===== config.mk =====
export PLATFORM = sky130hd
export DESIGN_NAME = adder_cla4b_flat
export DESIGN_NICKNAME = d
export VERILOG_FILES = /design/src/rtl/adder_cla4b_pkg.sv /design/src/rtl/adder_cla4b_if.sv /design/src/rtl/adder_cla4b_cla4.sv /design/src/rtl/adder_cla4b.sv /design/src/flat_wrapper.sv
export SDC_FILE = /design/constraint.sdc
export NUM_CORES = 1
export LEC_CHECK = 0
export BUFFER_PORTS_ARGS = -buffer_cell sky130_fd_sc_hd__buf_2
export CAP_MARGIN = 20
export CORE_AREA = 2 2 39 41
export CTS_CLUSTER_DIAMETER = 40
export DETAILED_ROUTE_END_ITERATION = 7
export DIE_AREA = 0 0 41 43
export GPL_TIMING_DRIVEN = 0
export PLACE_DENSITY_LB_ADDON = 0.05
export SLEW_MARGIN = 20
export SYNTH_ARGS = -nofsm -noshare
export SYNTH_HDL_FRONTEND = slang
export SYNTH_SLANG_ARGS = --single-unit

===== constraint.sdc =====
create_clock -name clk -period 2.7 [get_ports clk]
set_input_delay 0.81 -clock clk [delete_from_list [all_inputs] [get_ports clk]]
set_output_delay 0.81 -clock clk [all_outputs]
set_load 0.1 [all_outputs]

===== src/rtl/adder_cla4b_pkg.sv =====
// adder_pkg: shared constants for the registered carry-lookahead adder.
//   CLA_GROUP     - bits handled by one lookahead group
//   OP_ADD/OP_SUB - encodings of the SEL operation select
//   DEFAULT_WIDTH - default operand/result width
package adder_pkg;
  localparam int   CLA_GROUP     = 4;
  localparam logic OP_ADD        = 1'b0;
  localparam logic OP_SUB        = 1'b1;
  localparam int   DEFAULT_WIDTH = 4;
endpackage


===== src/rtl/adder_cla4b_if.sv =====
// adder_cla4b_if: operand/result bundle of the registered adder.
//   a, b  - operands (WIDTH bits)
//   SEL   - 0 = add, 1 = subtract
//   Sum   - registered result (WIDTH bits)
//   Cout  - registered carry out (no-borrow flag when subtracting)
//   Ovf   - registered two's complement overflow
// master drives operands and reads results; slave is the adder side.
interface adder_cla4b_if
  import adder_pkg::*;
#(
  parameter int WIDTH = DEFAULT_WIDTH
);
  logic [WIDTH-1:0] a;
  logic [WIDTH-1:0] b;
  logic             SEL;
  logic [WIDTH-1:0] Sum;
  logic             Cout;
  logic             Ovf;

  modport master (output a, b, SEL, input Sum, Cout, Ovf);
  modport slave  (input a, b, SEL, output Sum, Cout, Ovf);
endinterface


===== src/rtl/adder_cla4b_cla4.sv =====
// cla4_block: one 4-bit carry-lookahead group (purely combinational).
//   p, g   - per-bit propagate / generate
//   cin    - carry into bit 0 of the group
//   sum    - sum bits, sum[i] = p[i] ^ c[i]
//   c      - carries c[1..4] (c[4] is the group carry out)
//   grp_g  - group generate, grp_p - group propagate
module cla4_block
  import adder_pkg::*;
(
  input  logic [CLA_GROUP-1:0] p,
  input  logic [CLA_GROUP-1:0] g,
  input  logic                 cin,
  output logic [CLA_GROUP-1:0] sum,
  output logic [CLA_GROUP:1]   c,
  output logic                 grp_g,
  output logic                 grp_p
);
  // Each carry is a flat sum-of-products of g/p/cin, so no carry waits on
  // another carry inside the group.
  assign c[1] = g[0] | (p[0] & cin);
  assign c[2] = g[1] | (p[1] & g[0]) | (p[1] & p[0] & cin);
  assign c[3] = g[2] | (p[2] & g[1]) | (p[2] & p[1] & g[0])
              | (p[2] & p[1] & p[0] & cin);
  assign c[4] = g[3] | (p[3] & g[2]) | (p[3] & p[2] & g[1])
              | (p[3] & p[2] & p[1] & g[0]) | (p[3] & p[2] & p[1] & p[0] & cin);

  assign grp_g = g[3] | (p[3] & g[2]) | (p[3] & p[2] & g[1])
               | (p[3] & p[2] & p[1] & g[0]);
  assign grp_p = &p;

  assign sum = p ^ {c[3:1], cin};
endmodule


===== src/rtl/adder_cla4b.sv =====
// adder_cla4b: registered carry-lookahead adder/subtractor.
//   clk  - rising-edge clock
//   rst  - synchronous active-high reset, clears all outputs
//   bus  - slave side of adder_cla4b_if (a, b, SEL in; Sum, Cout, Ovf out)
// Subtraction is a + ~b + 1; the result and flags are registered, giving
// one cycle of latency and a new result every cycle.
module adder_cla4b
  import adder_pkg::*;
#(
  parameter int WIDTH = DEFAULT_WIDTH
)(
  input  logic          clk,
  input  logic          rst,
  adder_cla4b_if.slave  bus
);
  localparam int NG = WIDTH / CLA_GROUP;

  if ((WIDTH < CLA_GROUP) || (WIDTH % CLA_GROUP != 0)) begin : g_width_check
    $error("adder_cla4b: WIDTH must be a positive multiple of 4");
  end

  logic [WIDTH-1:0] b_eff;
  logic [WIDTH-1:0] p;
  logic [WIDTH-1:0] g;
  logic [WIDTH-1:0] s;
  logic [WIDTH:1]   carry;
  logic [NG:0]      grp_c;
  logic [NG-1:0]    grp_g;
  logic [NG-1:0]    grp_p;
  logic             cin;

  logic [WIDTH-1:0] sum_reg;
  logic             cout_reg;
  logic             ovf_reg;

  assign b_eff    = (bus.SEL == OP_ADD) ? bus.b : ~bus.b;
  assign cin      = (bus.SEL == OP_SUB);
  assign p        = bus.a ^ b_eff;
  assign g        = bus.a & b_eff;
  assign grp_c[0] = cin;

  for (genvar gi = 0; gi < NG; gi++) begin : g_group
    cla4_block u_cla4 (
      .p     (p[gi*CLA_GROUP +: CLA_GROUP]),
      .g     (g[gi*CLA_GROUP +: CLA_GROUP]),
      .cin   (grp_c[gi]),
      .sum   (s[gi*CLA_GROUP +: CLA_GROUP]),
      .c     (carry[gi*CLA_GROUP+1 +: CLA_GROUP]),
      .grp_g (grp_g[gi]),
      .grp_p (grp_p[gi])
    );
    // Group carry-in comes from the previous group's G/P, not from its
    // internal carry chain.
    assign grp_c[gi+1] = grp_g[gi] | (grp_p[gi] & grp_c[gi]);
  end

  always_ff @(posedge clk) begin
    if (rst) begin
      sum_reg  <= '0;
      cout_reg <= 1'b0;
      ovf_reg  <= 1'b0;
    end else begin
      sum_reg  <= s;
      cout_reg <= grp_c[NG];
      // Signed overflow: carry into the MSB differs from carry out of it.
      ovf_reg  <= carry[WIDTH] ^ carry[WIDTH-1];
    end
  end

  assign bus.Sum  = sum_reg;
  assign bus.Cout = cout_reg;
  assign bus.Ovf  = ovf_reg;
endmodule


===== src/flat_wrapper.sv =====
// flat-port wrapper written by rule: the top's interface ports become plain ports
module adder_cla4b_flat import adder_pkg::*;
#(
  parameter int WIDTH = DEFAULT_WIDTH
)
  (clk, rst, bus_a, bus_b, bus_SEL, bus_Sum, bus_Cout, bus_Ovf);
  adder_cla4b_if #(.WIDTH(WIDTH)) bus_i ();
  input  logic clk;
  input  logic rst;
  input wire logic [$bits(bus_i.a)-1:0] bus_a;
  input wire logic [$bits(bus_i.b)-1:0] bus_b;
  input wire logic [$bits(bus_i.SEL)-1:0] bus_SEL;
  output wire logic [$bits(bus_i.Sum)-1:0] bus_Sum;
  output wire logic [$bits(bus_i.Cout)-1:0] bus_Cout;
  output wire logic [$bits(bus_i.Ovf)-1:0] bus_Ovf;
  assign bus_i.a = bus_a;
  assign bus_i.b = bus_b;
  assign bus_i.SEL = bus_SEL;
  assign bus_Sum = bus_i.Sum;
  assign bus_Cout = bus_i.Cout;
  assign bus_Ovf = bus_i.Ovf;
  adder_cla4b #(.WIDTH(WIDTH)) u_core (.clk(clk), .rst(rst), .bus(bus_i));
endmodule

Word-level counts from Yosys, hierarchy flattened
Index checks and enable logic that the tools add are counted.
{"block": "totals", "romBits": 0, "register_bits": 6, "memories": 0, "input_bits": 11, "latchBits": 0, "ramBits": 0, "output_inout_bits": 6, "elab_cells": 38}
{"block": "classes", "mux": 1, "n_shift": 0, "eq_ne": 0, "bitwise_logic": 33, "order_cmp": 0, "mul": 0, "n_reduce_logical": 1, "div": 0, "addsub": 0}
{"cell": "$and A1 B1 Y1", "count": 17}
{"cell": "$or A1 B1 Y1", "count": 11}
{"cell": "$xor A4 B4 Y4", "count": 2}
{"cell": "$and A4 B4 Y4", "count": 1}
{"cell": "$mux W4", "count": 1}
{"cell": "$not A4 Y4", "count": 1}
{"cell": "$reduce_and A4 Y1", "count": 1}
{"cell": "$xor A1 B1 Y1", "count": 1}

Longest topological paths before layout
Gate-level depths: netlist (run 1).
{"block": "logic_depth", "word_depth": 9, "mapped_depth": 6, "ltp_nobuf": 5}

Cells and area by module
Synthesis (run 1) repeated with hierarchy kept, for this count alone.
{"block": "unflattened", "cells_unflattened": 38, "area_unflattened_um2": 381.6}
{"mod": "adder_cla4b", "area_per_inst_um2": 262.8, "seq_area_each_um2": 120.1, "n_inst": 1, "cells_each": 23}
{"mod": "cla4_block", "area_per_inst_um2": 118.9, "seq_area_each_um2": 0.0, "n_inst": 1, "cells_each": 15}

Worst setup path before layout (run 1)
OpenSTA, ideal clock, no wires.
{"block": "synth_timing", "path_kind": "input to register", "startpoint": "input bus_SEL", "endpoint": "register u_core.ovf_reg (netlist: u_core.bus.Ovf)", "required_ps": 2628, "cell_stages": 6, "path_buffers": 1, "slack_ps": 606, "t_arrival_ps": 2022, "setup_ps": 72, "cell_sequence": "buf_6 > xor2_1 > ha_1 > a211o_1 > a21oi_4 > mux2i_1"}
{"block": "synth_between", "elab_chain_len": 8, "elab_cells_between_ends": 23, "cone_classes": "1 x mux; 22 x bitwise"}
{"element": "start: declaration", "line_no": "flat_wrapper.sv:12", "source": "input wire logic [$bits(bus_i.SEL)-1:0] bus_SEL;"}
{"element": "$mux W4", "line_no": "adder_cla4b.sv:36", "source": "assign b_eff = (bus.SEL == OP_ADD) ? bus.b : ~bus.b;"}
{"element": "$xor A4 B4 Y4 or $and A4 B4 Y4 (tied branches)", "line_no": "adder_cla4b.sv:38, adder_cla4b.sv:39"}
{"element": "$and A1 B1 Y1 (on tied branches)", "line_no": "adder_cla4b_cla4.sv:24, adder_cla4b_cla4.sv:25"}
{"element": "$or A1 B1 Y1, or another cell as far along", "line_no": "adder_cla4b_cla4.sv:24", "source": "assign c[4] = g[3] | (p[3] & g[2]) | (p[3] & p[2] & g[1])"}
{"element": "$or A1 B1 Y1 or $and A1 B1 Y1 (tied branches)", "line_no": "adder_cla4b_cla4.sv:24, adder_cla4b_cla4.sv:25"}
{"element": "$or A1 B1 Y1 or $and A1 B1 Y1 (tied branches)", "line_no": "adder_cla4b_cla4.sv:25", "source": "| (p[3] & p[2] & p[1] & g[0]) | (p[3] & p[2] & p[1] & p[0] & cin);"}
{"element": "$or A1 B1 Y1", "line_no": "adder_cla4b_cla4.sv:25"}
{"element": "$xor A1 B1 Y1 (*)", "line_no": "adder_cla4b.sv:66", "source": "ovf_reg <= carry[WIDTH] ^ carry[WIDTH-1];"}
{"element": "end signal: assignment", "line_no": "adder_cla4b.sv:66"}
{"element": "end: declaration", "line_no": "adder_cla4b.sv:34", "source": "logic ovf_reg;"}
Mark *: on every way between the ends. The rest lies on a longest branch, timed or not.
A chain may end at the register's enable or synchronous reset.

Final worst setup path (run 1)
{"block": "layout_timing", "startpoint": "input bus_SEL", "endpoint": "register u_core.sum_reg[3] (netlist: u_core.bus.Sum[3])"}
{"block": "layout_between", "elab_chain_len": 7, "elab_cells_between_ends": 12, "cone_classes": "1 x mux; 11 x bitwise"}
{"element": "$mux W4", "line_no": "adder_cla4b.sv:36"}
{"element": "$xor A4 B4 Y4 or $and A4 B4 Y4 (tied branches)", "line_no": "adder_cla4b.sv:38, adder_cla4b.sv:39"}
{"element": "$and A1 B1 Y1 (on tied branches)", "line_no": "adder_cla4b_cla4.sv:22, adder_cla4b_cla4.sv:23"}
{"element": "$or A1 B1 Y1, or another cell as far along", "line_no": "adder_cla4b_cla4.sv:22", "source": "assign c[3] = g[2] | (p[2] & g[1]) | (p[2] & p[1] & g[0])"}
{"element": "$or A1 B1 Y1 or $and A1 B1 Y1 (tied branches)", "line_no": "adder_cla4b_cla4.sv:22, adder_cla4b_cla4.sv:23"}
{"element": "$or A1 B1 Y1", "line_no": "adder_cla4b_cla4.sv:23", "source": "| (p[2] & p[1] & p[0] & cin);"}
{"element": "$xor A4 B4 Y4 (*)", "line_no": "adder_cla4b_cla4.sv:31", "source": "assign sum = p ^ {c[3:1], cin};"}
{"element": "end signal: assignment", "line_no": "adder_cla4b.sv:63", "source": "sum_reg <= s;"}
{"element": "end: declaration", "line_no": "adder_cla4b.sv:32", "source": "logic [WIDTH-1:0] sum_reg;"}
Marked as above.

==> qor.yml, run 1 <==
die:
  die_x_um: 41
  design.die.area_um2: 1760
  fp-row-count: 14
  coreArea_um2: 1380
  die_h_um: 43
  start_util_pct: 25.8
  ioPinCount: 17
finish:
  num-nets-final: 68
  layout_common_cells: "buf_2 (15), dfxtp_1 (6), xor2_1 (5)"
  final_cells: 67
  fill_cells: 156
  layout_commonest_cell: "buf_2"
  syn2layout_area_growth_pct: 33.0
  diodes: 0
  stdcell_area_um2: 474
  layout-drive-gt1-share_pct: 41.2
  utilization_pct: 34.3
clocking:
  cts_buffers: 3
  clkSinkCount: 6
  cts_setup_buffers: 0
  clk_path_buf_depth: 2
  cts_tree: "yes"
  cts_max_level: 1
  cts.clk_slew.worst_paths_ns: 0.04
  hold_buffers: 0
  root_buffer: "clkbuf_4"
  ctsResizeCount: 0
timing:
  final.setup.tns_ns: 0
  drv_slew: 0
  relSlewSlack_pct: 67.9
  fmax_ghz: 0.516
  min_period_ns: 1.94
  setup_viol: 0
  hold_viol_final: 0
  period_share_pct: 71.7
  worst_slew_pin_slew_ns: 0.485
  rsz0062_at_grt: "no"
drt:
  drc: 0
  drt-pass1-iter-count: 1
  wl_per_cell_um: 8.93
  detail-route-antenna-nets: 0
  dr.first_iter.drc_count: 0
  vias: 291
  drt-total-wl_um: 598
  drt-vias-per-instance: 4.34
power:
  powerDensity_nw_per_um2: 749
  p_leak_uw: 0.000243
  peakVddDrop_v: 0.000172
hold_path:
  hold-path-endpoint: "u_core.bus.Sum[0]"
  hold_path_depth: 2
  hp-start: "rst"
  hold_path_class: "primary input to flip-flop"
flow_run:
  maxCapViolCount: 0
synth:
  netlist_instances: 33
  synth.area.top_cells: "dfxtp_1 (34%), ha_1 (14%), xor2_1 (12%)"
  avgSynthCellArea_um2: 10.8
  seq_area_frac_synth_pct: 33.7
  yosysTopAreaCell: "dfxtp_1"
  syn_area_um2: 357
  synth.distinct_cells: 16
  synth_nets: 48
  ys_ff_latch: 6
  synth_warnings: 0
  synth_top_area_share_pct: 33.7
setup_path:
  critPathCaptureType: "flip-flop"
  arrival_ns: 2.10
  worst-path-max-fanout: 8
  cp-start-kind: "primary input"
  worstSetupPathType: "primary input to flip-flop"
  crit_required_ns: 2.86
placement:
  globalplace.congestion: 0.644
  hpwl_um: 532
  port_buffers: 15
  placement.cell_area_um2: 452
  dpl.cell_count: 64
grt:
  antenna_found_initial: 0
  grt_pass1_vias: 283
  track_usage_pct: 9.23
  grt_pass1_wl_um: 1030
  grt-ovfl-total: 0
  grt_max_degree: 9
outcome:
  run_status: "finished, final reports clean"
[power by group]
part / leakage, µW / internal, µW / switching [µW]
Clock: 0.0000138 / 50.0 / 27.8
Sequential: 0.0000499 / 102 / 2.38
Combinational: 0.000180 / 43.7 / 129
[critical path, stage by stage]
cell     delay (ns)
buf_6          0.12
xor2_1         0.16
ha_1           0.32
a211o_1        0.32
a21oi_4        0.18
mux2i_1        0.20
[sequential cells by signal, summed over array words and instances (netlist names)]
| name | flops |
|---|---|
| u_core.bus.Cout | 1 |
| u_core.bus.Sum | 4 |
| u_core.bus.Ovf | 1 |
[Yosys cell counts]
cell / count
a211o_1: 1
a211oi_1: 2
or2_2: 1
o21ai_0: 1
xor2_1: 5
nor2_1: 2
mux2i_1: 3
ha_1: 4
o21a_1: 1
dfxtp_1: 6
a21oi_4: 1
a21o_1: 1
nand2b_1: 2
xnor2_1: 1
or3_1: 1
buf_6: 1
[final cells by class]
type | instances | area [µm²] | share of cell area (%)
Buffer | 1 | 11.3 | 2.37
Clock buffer | 3 | 22.5 | 4.75
Tap cell | 16 | 20.0 | 4.22
Sequential cell | 6 | 120 | 25.3
Multi-Input combinational cell | 26 | 225 | 47.5
Timing Repair Buffer | 15 | 75.1 | 15.8
[worst max path at each step]
stage             from                 to  slack, ns
2_1_floorplan  bus_SEL     u_core.bus.Ovf       0.61
5_1_grt        bus_SEL  u_core.bus.Sum[3]       0.70
4_1_cts        bus_SEL  u_core.bus.Sum[3]       0.77
6_report       bus_SEL  u_core.bus.Sum[3]       0.76
3_5_place_dp   bus_SEL  u_core.bus.Sum[3]       0.52
3_3_place_gp   bus_SEL  u_core.bus.Sum[3]       0.54
[cell families (layout without fill, tap and decap cells)]
kind of cell             after synthesis  after routing  synth area share (%)
AO/OA/AOI/OAI                          7              7                  16.8
XOR/XNOR                               6              6                  14.7
flip-flops                             6              6                  33.7
AND/OR/NAND/NOR                        6              6                  9.13
adder cells (fa/ha/maj)                4              4                  14.0
multiplexers                           3              3                  8.42
buffers and inverters                  1             19                  3.16
[through the flow]
step | power (µW) | hold WS (ns) | worst slack [ns]
6_report | 355 | 0.804 | 0.763
5_1_grt | 379 | 0.825 | 0.702
4_1_cts | 363 | 0.803 | 0.766
3_5_place_dp | 281 | 1.06 | 0.523
3_3_place_gp | 279 | 1.05 | 0.541
2_1_floorplan | 252 | 0.882 | 0.606
[per-layer routing]
layer / vias to the layer above / track usage, % / wire length [µm]
li1: 152 / - / -
met1: 125 / 9.29 / 240
met2: 12 / 13.1 / 283
met3: 2 / 1.57 / 61
met4: 0 / 12.0 / 12
met5: - / 0 / 0
(Power assumes the default switching activity.)
==> run 2: changes to the inputs <==
Clock period 2.7 ns to 1.8 ns, I/O delays scaled along.
==> run 2 against run 1 <==
Final cell count unchanged. Sequential cell count unchanged. Worst hold slack got worse by 0.28 ns. Combinational power increased by 51%. Setup slack got worse by 0.60 ns. Die area unchanged. Largest cell class unchanged. Count of clock-buffer cells in the layout unchanged. Critical endpoint unchanged.
==> qor.yml, run 2 (synthesized netlist as in run 1, its figures left out) <==
outcome:
  run_status: "finished, final reports clean"
grt:
  grt_max_degree: 9  # unchanged
  track_usage_pct: 9.63  # +0.40 points
  grt_pass1_wl_um: 1090  # +6.0%
  grt_pass1_vias: 294  # +3.9%
  grt-ovfl-total: 0  # unchanged
  antenna_found_initial: 0  # unchanged
clocking:
  clkSinkCount: 6  # unchanged
  hold_buffers: 0  # unchanged
  cts.clk_slew.worst_paths_ns: 0.04  # about the same
  root_buffer: "clkbuf_4"
  cts_buffers: 3  # unchanged
  clk_path_buf_depth: 2  # unchanged
  cts_max_level: 1  # unchanged
  cts_tree: "yes"
  cts_setup_buffers: 0  # unchanged
  ctsResizeCount: 0  # unchanged
die:
  start_util_pct: 25.8  # unchanged
  design.die.area_um2: 1760  # unchanged
  ioPinCount: 17  # unchanged
  coreArea_um2: 1380  # unchanged
  fp-row-count: 14  # unchanged
  die_h_um: 43  # unchanged
  die_x_um: 41  # unchanged
hold_path:
  hp-start: "rst"
  hold_path_class: "primary input to flip-flop"
  hold_path_depth: 2  # unchanged
  hold-path-endpoint: "u_core.bus.Sum[0]"
finish:
  layout_common_cells: "buf_2 (15), dfxtp_1 (6), xor2_1 (5)"
  layout-drive-gt1-share_pct: 41.2  # unchanged
  num-nets-final: 68  # unchanged
  layout_commonest_cell: "buf_2"
  largest_register_ff_count: 4  # unchanged
  syn2layout_area_growth_pct: 34.0
  diodes: 0  # unchanged
  final_cells: 67  # unchanged
timing:
  holdWs_ns: 0.529  # -0.276 ns
  min_period_ns: 1.64
  fmax_ghz: 0.610
  worst_slew_pin_slew_ns: 0.486  # +0.00171 ns
  period_share_pct: 91.0
  drv_slew: 0  # unchanged
  setup_viol: 0  # unchanged
  rsz0062_at_grt: "no"
  relSlewSlack_pct: 67.8  # -0.11 points
  hold_viol_final: 0  # unchanged
power:
  p_seq_share_pct: 29.0  # -0.3 points
  p_sw_uw: 243  # +52%
  peakVddDrop_v: 0.000196  # +14%
  powerDensity_nw_per_um2: 1120  # +50%
  p_int_uw: 294  # +51%
  switching_share_pct: 45.3  # +0.29 points
  p_comb_share_pct: 48.7  # about the same
  p_leak_uw: 0.000245  # +0.56%
  pwr-share-clk_pct: 22.3  # +0.4 points
setup_path:
  path_cells: "buf_8 -> xor2_1 -> ha_1 -> a211o_1 -> a21oi_4 -> mux2i_1"
  cp_slowest_stage_delay_ns: 0.32  # about the same
  critPathCaptureType: "flip-flop"
  arrival_ns: 1.81  # -0.29 ns
  cp-start-kind: "primary input"
  crit_required_ns: 1.97  # -0.89 ns
  cp_slowest_cell: "ha_1"
  worst-path-max-fanout: 8  # unchanged
  worstSetupPathType: "primary input to flip-flop"
drt:
  drc: 0  # unchanged
  wl_per_cell_um: 9.19  # +3.0%
  drt-total-wl_um: 616  # +3.0%
  detail-route-antenna-nets: 0  # unchanged
  vias: 301  # +3.4%
  drt-pass1-iter-count: 1  # unchanged
  dr.first_iter.drc_count: 0  # unchanged
  drt-vias-per-instance: 4.49  # +3.4%
placement:
  dpl.cell_count: 64  # unchanged
  port_buffers: 15  # unchanged
  hpwl_um: 537  # +0.96%
  globalplace.congestion: 0.605  # -6.0%
flow_run:
  maxCapViolCount: 0  # unchanged
[run 2: final cells by class]
class                           count  area [µm²]
Tap cell                           16        20.0
Buffer                              1        15.0
Multi-Input combinational cell     26         225
Clock buffer                        3        22.5
Fill cell                         153         906
Sequential cell                     6         120
Timing Repair Buffer               15        75.1
[run 2: how the worst max path moves through the flow]
stage               startpoint           endpoint  cells after the start
finish                 bus_SEL  u_core.bus.Sum[3]                      6
global route           bus_SEL     u_core.bus.Ovf                      6
CTS                    bus_SEL  u_core.bus.Sum[3]                      6
detailed placement     bus_SEL  u_core.bus.Sum[3]                      6
global placement       bus_SEL  u_core.bus.Sum[3]                      6
floorplan              bus_SEL     u_core.bus.Ovf                      6
[run 2: stage by stage]
stage / setup TNS [ns] / utilization [%] / power (µW) / worst slack (ns) / cell area, µm²
floorplan: -0.0392 / - / 380 / -0.0196 / 360
finish: 0 / 34.5 / 537 / 0.162 / 478
global route: 0 / 34.5 / 571 / 0.0756 / 478
detailed placement: -0.265 / 32.9 / 422 / -0.0939 / 455
CTS: 0 / 34.5 / 546 / 0.157 / 478
global placement: -0.221 / 32.9 / 419 / -0.0842 / 455
[run 2: power groups by stage]
stage          clock (µW)  sequential (µW)  combinational [µW]
5_1_grt               135              158                 279
3_3_place_gp            0              158                 262
4_1_cts               126              156                 264
2_1_floorplan           0              299                81.0
6_report              120              156                 262
3_5_place_dp            0              159                 264
[run 2: critical path: cells and delay by family]
family                     cells  cell delay, ns
muxes                          1            0.19
buffers and inverters          1            0.12
AOI/OAI and AO/OA              2            0.50
xor gates and xnor gates       1            0.15
adders and majority gates      1            0.32
[run 2: metal layers]
layer  part of all wire (%)  track usage, %  vias up
li1                       -               -      153
met1                     37            10.6      130
met2                     46            13.1       14
met3                     13            3.14        4
met4                    4.4            10.0        0
met5                      0               0        -
